**src/rtl/dpwm_comp_dt.sv**
```systemverilog
// Multi-channel DPWM comparator with double-buffered duty and complementary dead-time gate outputs.
// Optional build macro DPWM_FAULT_EN adds a sticky active-low fault input with a clear request.
module dpwm_comp_dt #(
    parameter int WIDTH = 11,
    parameter int NCH   = 4,
    parameter int DT_W  = 6
) (
    input  logic                  clk,
    input  logic                  rst,
    input  logic                  en,
    input  logic [NCH*WIDTH-1:0]  ramp,
    input  logic [NCH*WIDTH-1:0]  ramp_s,
    input  logic [NCH-1:0]        shflag,
    input  logic [NCH*WIDTH-1:0]  duty_in,
    input  logic                  duty_load,
    input  logic                  sync,
    input  logic [DT_W-1:0]       dead_time,
`ifdef DPWM_FAULT_EN
    input  logic                  fault_n,
    input  logic                  fault_clr,
`endif
    output logic [NCH-1:0]        pwm_h,
    output logic [NCH-1:0]        pwm_l
);

    typedef enum logic [2:0] {
        ST_IDLE = 3'd0,
        ST_LO   = 3'd1,
        ST_DT_H = 3'd2,
        ST_HI   = 3'd3,
        ST_DT_L = 3'd4
    } state_t;

    localparam logic [DT_W-1:0] CNT_ZERO = DT_W'(0);
    localparam logic [DT_W-1:0] CNT_ONE  = DT_W'(1);

    logic [WIDTH-1:0] r_shadow   [NCH];
    logic [WIDTH-1:0] r_active   [NCH];
    logic [WIDTH-1:0] w_sel_ramp [NCH];
    logic [NCH-1:0]   r_raw;
    state_t           r_state    [NCH];
    state_t           w_state_nxt[NCH];
    logic [DT_W-1:0]  r_cnt      [NCH];
    logic [DT_W-1:0]  w_cnt_nxt  [NCH];
    logic             w_force_idle;

    // Shadow/active duty buffers; a load coinciding with sync bypasses the shadow.
    always_ff @(posedge clk) begin
        if (!rst) begin
            for (int i = 0; i < NCH; i++) begin
                r_shadow[i] <= '0;
                r_active[i] <= '0;
            end
        end else begin
            for (int i = 0; i < NCH; i++) begin
                if (duty_load) begin
                    r_shadow[i] <= duty_in[i*WIDTH +: WIDTH];
                end
                if (sync) begin
                    r_active[i] <= duty_load ? duty_in[i*WIDTH +: WIDTH] : r_shadow[i];
                end
            end
        end
    end

    // Per-channel carrier selection between the plain and the shifted ramp.
    always_comb begin
        for (int i = 0; i < NCH; i++) begin
            if (shflag[i]) begin
                w_sel_ramp[i] = ramp_s[i*WIDTH +: WIDTH];
            end else begin
                w_sel_ramp[i] = ramp[i*WIDTH +: WIDTH];
            end
        end
    end

    // Registered unsigned compare of the active duty against the selected ramp.
    always_ff @(posedge clk) begin
        if (!rst) begin
            r_raw <= '0;
        end else begin
            for (int i = 0; i < NCH; i++) begin
                r_raw[i] <= (r_active[i] > w_sel_ramp[i]);
            end
        end
    end

`ifdef DPWM_FAULT_EN
    logic r_fault;

    // Sticky fault flag; an asserted fault dominates a simultaneous clear request.
    always_ff @(posedge clk) begin
        if (!rst) begin
            r_fault <= 1'b0;
        end else if (!fault_n) begin
            r_fault <= 1'b1;
        end else if (fault_clr) begin
            r_fault <= 1'b0;
        end else begin
            r_fault <= r_fault;
        end
    end

    assign w_force_idle = (!en) || r_fault;
`else
    assign w_force_idle = !en;
`endif

    // Gate FSM state and dead-time counter registers.
    always_ff @(posedge clk) begin
        if (!rst) begin
            for (int i = 0; i < NCH; i++) begin
                r_state[i] <= ST_IDLE;
                r_cnt[i]   <= CNT_ZERO;
            end
        end else begin
            for (int i = 0; i < NCH; i++) begin
                r_state[i] <= w_state_nxt[i];
                r_cnt[i]   <= w_cnt_nxt[i];
            end
        end
    end

    // Next-state logic; dead_time is captured only on entry to a dead-time state.
    always_comb begin
        for (int i = 0; i < NCH; i++) begin
            w_state_nxt[i] = r_state[i];
            w_cnt_nxt[i]   = r_cnt[i];
            if (w_force_idle) begin
                w_state_nxt[i] = ST_IDLE;
                w_cnt_nxt[i]   = CNT_ZERO;
            end else begin
                case (r_state[i])
                    ST_IDLE: begin
                        w_cnt_nxt[i]   = dead_time;
                        w_state_nxt[i] = r_raw[i] ? ST_DT_H : ST_DT_L;
                    end
                    ST_LO: begin
                        if (r_raw[i]) begin
                            if (dead_time == CNT_ZERO) begin
                                w_state_nxt[i] = ST_HI;
                            end else begin
                                w_state_nxt[i] = ST_DT_H;
                                w_cnt_nxt[i]   = dead_time;
                            end
                        end else begin
                            w_state_nxt[i] = ST_LO;
                        end
                    end
                    ST_DT_H: begin
                        if (!r_raw[i]) begin
                            w_state_nxt[i] = ST_LO;
                            w_cnt_nxt[i]   = CNT_ZERO;
                        end else if (r_cnt[i] <= CNT_ONE) begin
                            w_state_nxt[i] = ST_HI;
                            w_cnt_nxt[i]   = CNT_ZERO;
                        end else begin
                            w_cnt_nxt[i]   = r_cnt[i] - CNT_ONE;
                        end
                    end
                    ST_HI: begin
                        if (!r_raw[i]) begin
                            if (dead_time == CNT_ZERO) begin
                                w_state_nxt[i] = ST_LO;
                            end else begin
                                w_state_nxt[i] = ST_DT_L;
                                w_cnt_nxt[i]   = dead_time;
                            end
                        end else begin
                            w_state_nxt[i] = ST_HI;
                        end
                    end
                    ST_DT_L: begin
                        if (r_raw[i]) begin
                            w_state_nxt[i] = ST_HI;
                            w_cnt_nxt[i]   = CNT_ZERO;
                        end else if (r_cnt[i] <= CNT_ONE) begin
                            w_state_nxt[i] = ST_LO;
                            w_cnt_nxt[i]   = CNT_ZERO;
                        end else begin
                            w_cnt_nxt[i]   = r_cnt[i] - CNT_ONE;
                        end
                    end
                    default: begin
                        w_state_nxt[i] = ST_IDLE;
                        w_cnt_nxt[i]   = CNT_ZERO;
                    end
                endcase
            end
        end
    end

    // Gate decode straight from the state register, so the pair is mutually exclusive by construction.
    always_comb begin
        pwm_h = '0;
        pwm_l = '0;
        for (int i = 0; i < NCH; i++) begin
            pwm_h[i] = (r_state[i] == ST_HI);
            pwm_l[i] = (r_state[i] == ST_LO);
        end
    end

endmodule

```
**config.mk**
```make
export PLATFORM = sky130hd
export DESIGN_NAME = dpwm_comp_dt
export DESIGN_NICKNAME = d
export VERILOG_FILES = /design/src/rtl/dpwm_comp_dt.sv
export SDC_FILE = /design/constraint.sdc
export NUM_CORES = 1
export LEC_CHECK = 0
export ABC_AREA = 1
export ABC_CLOCK_PERIOD_IN_PS = 6900
export CAP_MARGIN = 20
export CORE_MARGIN = 2
export CORE_UTILIZATION = 50
export DETAILED_ROUTE_END_ITERATION = 10
export PLACE_DENSITY = 0.78
export SYNTH_ARGS = -nofsm -noshare
export SYNTH_HDL_FRONTEND = slang
export SYNTH_SLANG_ARGS = --single-unit
```
**constraint.sdc**
```tcl
create_clock -name clk -period 6.9 [get_ports clk]
set_input_delay 1.38 -clock clk [delete_from_list [all_inputs] [get_ports clk]]
set_output_delay 1.38 -clock clk [all_outputs]
set_load 0.02 [all_outputs]
```
==> flow_metrics.py <==
metrics = {
    "critical_path": {
        "cp_slowest_cell": "sky130_fd_sc_hd__clkdlybuf4s50_1",
        "crit_path_end_kind": "output pin",
        "critPathMaxFanout": 9,
        "setup.worst_path.start_class": "flip-flop",
        "data_arrival_time_at_the_worst_slack_endpoint_ns": 2.03,
        "critPathMaxStageDelay_ns": 0.61,
        "worstPathRequired_ns": 5.52,
        "timing.critical_path.mode_cell": "sky130_fd_sc_hd__inv_1",
        "critical_path_class": "reg -> out",
        "chain_of_cells_forming_the_critical_path": "inv_1, nor2_2, nand2_1, inv_1, clkdlybuf4s50_1",
    },
    "synthesis": {
        "synth_async_sr_flop_share_pct": 0,
        "synth.top_cells.by_area": "sky130_fd_sc_hd__edfxtp_1, sky130_fd_sc_hd__nand2_1, sky130_fd_sc_hd__dfxtp_1",
        "synth_common_cells": "sky130_fd_sc_hd__nand2_1, sky130_fd_sc_hd__nor2_1, sky130_fd_sc_hd__inv_1",
        "synthesis.area_per_instance_um2": 8.49,
        "synth.ff_latch_count": 128,
        "post_syn_nets": 1098,
        "synth.lib_cells_used.distinct": 36,
        "count_of_flip_flops_with_a_built_in_enable_after_synthesis": 88,
        "yosys_warnings": 0,
        "post_synth_instance_area_um2": 7630,
        "postSynth.topFlopCell": "sky130_fd_sc_hd__edfxtp_1",
        "synth_largest_area_cell": "sky130_fd_sc_hd__edfxtp_1",
        "netlist.area_leader.share_pct": 34.6,
        "dominant_cell_by_count_in_the_synthesized_netlist": "sky130_fd_sc_hd__nand2_1",
        "netlist_instances": 899,
        "synth_seq_area_share_pct": 45.1,
    },
    "job": {
        "max_cap_viol_count": 0,
    },
    "clock_network": {
        "cts_tree": "done",
        "hold_buffers": 0,
        "htree_num_levels": 4,
        "tritoncts_num_sinks": 128,
        "cts_root_buf": "sky130_fd_sc_hd__clkbuf_16",
        "worstSkewPairLatency_ns": 0.42,
        "clk_pin_slew_worst_paths_ns": 0.06,
        "cts_resized": 0,
        "post-cts-setup-buffer-count": 0,
        "cts-buffers-inserted": 17,
        "ctsLongestPathBuffers": 2,
    },
    "layout": {
        "antenna_cells": 0,
        "final_util_pct": 65.4,
        "final_cell_count_no_fill": 1250,
        "drive_gt1_share_pct": 6.87,
        "area.growth.synth_to_final_pct": 28.9,
        "layout_filler_cell_count": 1255,
        "design.final.nets": 1248,
        "layout.cell_area.non_filler_um2": 9840,
    },
    "floorplan": {
        "core_area_um2": 15000,
        "die_width_um": 128,
        "num_rows": 45,
        "boundaryPins": 155,
        "die_h_um": 128,
        "die-area_um2": 16300,
        "initial_utilization_pct": 50.7,
    },
    "power_and_ir_drop": {
        "powerDensity_nw_per_um2": 214,
        "clkPwrFrac_pct": 38.0,
        "total_power_mw": 2.11,
        "ir_drop_mv": 0.209,
        "combinationalPowerShare_pct": 18.8,
        "cell_internal_pwr_mw": 1.53,
        "power.static_leakage_nw": 4.32,
        "sw_frac_of_total_pct": 27.5,
        "seq_power_share_pct": 43.3,
        "power.net_switching_mw": 0.580,
    },
    "grt": {
        "grtUsageTotal_pct": 22.1,
        "grt.overflow.total": 0,
        "grt_antenna_before_repair": 0,
        "grt_pass1_wl_mm": 28.6,
        "grt_start_max_net_pins": 76,
        "grt_pass1_vias": 6221,
    },
    "drt": {
        "dr.pass1.iters": 5,
        "via_count": 6498,
        "routed_wl_mm": 17.2,
        "number_of_nets_with_antenna_violations_after_detailed_routing": 0,
        "routed_wire_length_per_instance_um": 13.8,
        "vias_per_cell": 5.20,
        "drc": 0,
        "drtIter0Drc": 508,
    },
    "placed_design": {
        "port_buffers": 154,
        "routabilityCongestion": 0.844,
        "dp_slack_ns": 3.11,
        "hpwl_mm": 12.8,
        "placement.cell_area_um2": 9300,
        "place_inst": 1218,
    },
    "sta": {
        "hold-worst-slack_ns": 0.504,
        "finalCriticalPeriod_ns": 3.41,
        "timing_worst_slew_pin_value_ns": 1.05,
        "rsz0062_at_grt": "no",
        "post_route_clock_skew_ns": 0.00753,
        "drv_slew": 0,
        "setup_viol_count_final": 0,
        "final_min_period_over_clock_period_pct": 49.5,
        "max_freq_mhz": 293,
        "tns_ns": 0,
        "max_slew_margin_pct": 30.3,
        "final_hold_viol_count": 0,
        "layout_setup_ws_ns": 3.49,
    },
    "min_path": {
        "hold_path_class": "reg -> reg",
    },
    "run_status": {
        "run_status": "completed",
    },
}
==> layer usage <==
| layer | share of wire, % | vias to the layer above | track usage (%) |
|---|---|---|---|
| met1 | 43 | 2946 | 27.6 |
| li1 | - | 3335 | - |
| met5 | 0 | - | 0 |
| met3 | 6.0 | 27 | 5.19 |
| met2 | 49 | 190 | 37.5 |
| met4 | 2.0 | 0 | 8.47 |
==> kinds of logic after synthesis <==
group | synth area share [%]
AOI/OAI and AO/OA | 9.66
muxes | 5.84
buffers and inverters | 6.35
adders and majority gates | 8.53
xor gates and xnor gates | 1.38
and+or+nand+nor | 23.1
DFF | 45.1
==> worst max-delay path, delay by kind of cell (launching register included) <==
family        cells  cell delay (ns)
buf+inv           3             0.82
simple gates      2             0.45
flops             1             0.34
==> worst paths after layout <==
| check | start | endpoint | slack (ns) | cells after the start |
|---|---|---|---|---|
| setup / recovery | r_state[2][0]$_SDFFE_PN0P_ | pwm_h[2] | 3.49 | 5 |
| hold reg to reg | r_cnt[0][0]$_SDFFE_PN0P_ | r_cnt[0][0]$_SDFFE_PN0P_ | 0.50 | 2 |
| setup reg to reg | r_cnt[3][0]$_SDFFE_PN0P_ | r_cnt[3][2]$_SDFFE_PN0P_ | 5.32 | 11 |
| hold / removal | r_cnt[0][0]$_SDFFE_PN0P_ | r_cnt[0][0]$_SDFFE_PN0P_ | 0.50 | 2 |
==> sequential cells by signal, indices dropped and copies added (netlist names) <==
register / cells
r_raw: 4
r_cnt: 24
r_shadow: 44
r_state: 12
r_active: 44
==> placed cells by master (no fill, tap or decap), types with 3 or more instances in the layout <==
cell	n
sky130_fd_sc_hd__nand2_1	220
sky130_fd_sc_hd__clkdlybuf4s50_1	153
sky130_fd_sc_hd__nor2_1	113
sky130_fd_sc_hd__inv_1	89
sky130_fd_sc_hd__edfxtp_1	88
sky130_fd_sc_hd__a21oi_1	60
sky130_fd_sc_hd__nand3_1	55
sky130_fd_sc_hd__ha_1	52
sky130_fd_sc_hd__mux2i_1	40
sky130_fd_sc_hd__dfxtp_1	40
sky130_fd_sc_hd__a211oi_1	30
sky130_fd_sc_hd__clkbuf_16	17
sky130_fd_sc_hd__o21ai_0	15
sky130_fd_sc_hd__xnor2_1	8
sky130_fd_sc_hd__inv_2	7
sky130_fd_sc_hd__nand2_2	7
sky130_fd_sc_hd__a21oi_2	6
sky130_fd_sc_hd__nand4_1	6
sky130_fd_sc_hd__inv_6	5
sky130_fd_sc_hd__nor2_4	4
sky130_fd_sc_hd__mux2_2	4
sky130_fd_sc_hd__xor2_1	4
sky130_fd_sc_hd__o21a_1	4
sky130_fd_sc_hd__clkinv_2	4
sky130_fd_sc_hd__nor2_2	3
sky130_fd_sc_hd__nor3_1	3
sky130_fd_sc_hd__clkinv_4	3
sky130_fd_sc_hd__buf_4	3
==> power by group through the flow <==
stage	combinational [mW]	clock, mW	sequential [mW]
6_report	0.395	0.800	0.911
5_1_grt	0.450	0.849	0.916
4_1_cts	0.398	0.812	0.911
3_5_place_dp	0.396	0	0.926
3_3_place_gp	0.387	0	0.925
2_1_floorplan	0.250	0	0.917
==> layout make-up <==
| class | instances | area, um2 | share of cell area (%) |
|---|---|---|---|
| Timing Repair Buffer | 157 | 1560 | 15.9 |
| Clock buffer | 17 | 425 | 4.33 |
| Inverter | 96 | 360 | 3.66 |
| Clock inverter | 15 | 109 | 1.11 |
| Multi-Input combinational cell | 649 | 3700 | 37.7 |
| Sequential cell | 128 | 3440 | 35.0 |
| Tap cell | 188 | 235 | 2.39 |
Power figures use the tool's default switching activity.
==> RTL change: new RTL, config.mk and constraints unchanged <==
Register the output `pwm_l`, with the module's reset; this adds one clock of latency there. The other outputs are not delayed to match.
--- a/src/rtl/dpwm_comp_dt.sv
+++ b/src/rtl/dpwm_comp_dt.sv
@@ -36,2 +36,4 @@
 
+    logic [NCH-1:0] pwm_l_d;
+
     logic [WIDTH-1:0] r_shadow   [NCH];
@@ -195,6 +197,14 @@
         pwm_h = '0;
-        pwm_l = '0;
+        pwm_l_d = '0;
         for (int i = 0; i < NCH; i++) begin
             pwm_h[i] = (r_state[i] == ST_HI);
-            pwm_l[i] = (r_state[i] == ST_LO);
+            pwm_l_d[i] = (r_state[i] == ST_LO);
+        end
+    end
+
+    always_ff @(posedge clk) begin
+        if (!rst) begin
+            pwm_l <= '0;
+        end else begin
+            pwm_l <= pwm_l_d;
         end
Formal check against the unedited RTL: not equivalent (Yosys sat finds a counterexample within 4 cycles, from zero or initial values and one cycle with rst low).
==> RTL change against the original RTL <==
- hold slack worse by 0.039 ns
- core utilization up 0.26 points
- clock skew is 0.00074 ns higher
- power is 3.6% higher
- worst setup slack lost 0.15 ns
- sequential share of layout area grew 0.41 points
- first-iteration DRC count shrank 27%
- sequential cell count up 4
- clock power is 8.2% higher
- final cell count is 0.72% lower
- combinational power down 3%
- final area grew 1.1%
- synthesized area increased by 1.0%
- wire length is 1.6% higher
- largest power group unchanged
==> RTL change: results (changes against the original RTL) <==
- Status: finished clean
- Iteration-0 DRC Markers: 372 (-27%)
- Vias in the first global route: 6094 (-2.0%)
- GRT Overall Usage: 22.0% (-0.14 points)
- Switching Fraction: 28.5% (+0.96 points)
- Via/cell ratio: 5.12 (-1.5%)
- Post-CTS Resized: 0 (unchanged)
- Drt first pass iters: 6 (+1)
- Synth async-reset ratio: 0% (unchanged)
- CP max stage delay: 0.92 ns (+0.31 ns)
- Routability cong.: 0.859 (+1.8%)
- Share of layout cells above drive strength 1: 8.17% (+1.3 points)
- Num CTS Buffers: 17 (unchanged)
- Post-DP Area: 9380 sq um (+0.86%)
- Number of library cell types mapped by synthesis: 45 (+25%)
- Routed WL: 17500 um (+1.6%)
- Ys flop type: edfxtp_1
- Nets: 1239 (-0.72%)
- Synth cell count leaders: nand2_1 (200), nor2_1 (111), inv_1 (96), edfxtp_1 (88), a21oi_1 (59)
- First-pass GRT wire length: 28400 um (-0.58%)
- Relative slew slack: 30.6% (+0.36 points)
- Synth area leaders: edfxtp_1 (34%), dfxtp_1 (11%), nand2_1 (9.7%), ha_1 (8.4%), nor2_1 (5.4%)
- Critical path origin: rst
- Root Buffer: clkbuf_16
- IO Port Bufs: 154 (unchanged)
- Cell at the slowest stage of the critical path: or2_2
- Worst VDD drop: 0.177 mV (-15%)
- Lkg Pwr: 0.00441 uW (+1.9%)
- H-tree Lvls: 4 (unchanged)
- Worst Skew: 0.00827 ns (+0.000737 ns)
- Worst-path maximum fanout: 44 (+35)
- Largest net degree at the start of global routing: 70 (-7.9%)
- Yosys warns: 0 (unchanged)
- Seq/Total Area, Yosys: 45.7% (+0.58 points)
- Hpwl dp: 13000 um (+0.98%)
- Initial antenna violation count: 0 (unchanged)
- Syn nets: 1090 (-0.73%)
- # Post-CTS Setup Buffers: 0 (unchanged)
- RR Startpoint: r_cnt[0][0]
- Hold_sp: r_cnt[1][1]
-- RTL change: cell types whose count changed after synthesis, moves of 5 or more --
cell and delta:
nand2_1 -21, o21ai_0 +18, clkbuf_1 +6, inv_1 +7, a21oi_2 +6, a211oi_1 -7
xnor2_1 -5, xor2_1 +5, nand3_1 -28
-- RTL change: kinds of logic (layout without fill, tap and decap cells) --
kind of cell / Yosys count / count (layout) / synth area share, %
flip-flops: 132 / 132 / 45.7
XOR/XNOR: 12 / 12 / 1.36
adder cells (fa/ha/maj): 52 / 52 / 8.44
multiplexers: 44 / 44 / 5.78
AO/OA/AOI/OAI: 145 / 145 / 11.4
buffers and inverters: 131 / 293 / 6.69
AND/OR/NAND/NOR: 375 / 375 / 20.6
-- RTL change: area by class of cell --
type | count | area [sq um]
inverters | 104 | 394
fillers | 1258 | 5200
clock buffers | 17 | 425
clock inverters | 15 | 141
repair buffers | 157 | 1560
multi-input cells | 628 | 3670
flip-flops and latches | 132 | 3520
well taps | 188 | 235
-- RTL change: worst paths after layout --
path / cells after the start / to / slack (ns)
hold / removal: 2 / r_cnt[1][1] / 0.46
hold reg to reg: 2 / r_cnt[1][1] / 0.46
setup / recovery: 3 / r_active[0][2] / 3.34
setup reg to reg: 8 / r_cnt[0][3] / 5.23
-- RTL change: layer usage --
layer / routed length [um] / global-route usage (%)
met1: 7770 / 27.6
met2: 8480 / 37.6
met3: 959 / 5.84
met4: 265 / 6.21
met5: 0 / 0
-- RTL change: power groups by stage --
| stage | Clock (uW) | Combinational (uW) | Sequential [uW] |
|---|---|---|---|
| floorplan | 0 | 238 | 940 |
| global placement | 0 | 371 | 947 |
| detailed placement | 0 | 382 | 949 |
| CTS | 879 | 386 | 933 |
| global route | 912 | 434 | 939 |
| finish | 866 | 383 | 933 |
-- RTL change: critical path, delay by kind of cell --
family | cells | cell delay, ns
buf+inv | 2 | 1.28
simple gates | 1 | 0.92
-- RTL change: metrics by stage --
step                worst slack (ns)  hold slack [ns]  total power [uW]  cells  util (%)
floorplan                       3.67            0.444              1180    891         -
global placement                2.97            0.453              1320   1209      61.9
detailed placement              2.90            0.458              1330   1209      61.9
CTS                             3.30            0.468              2200   1241      65.7
global route                    3.12            0.480              2280   1241      65.7
finish                          3.34            0.464              2180   1241      65.7
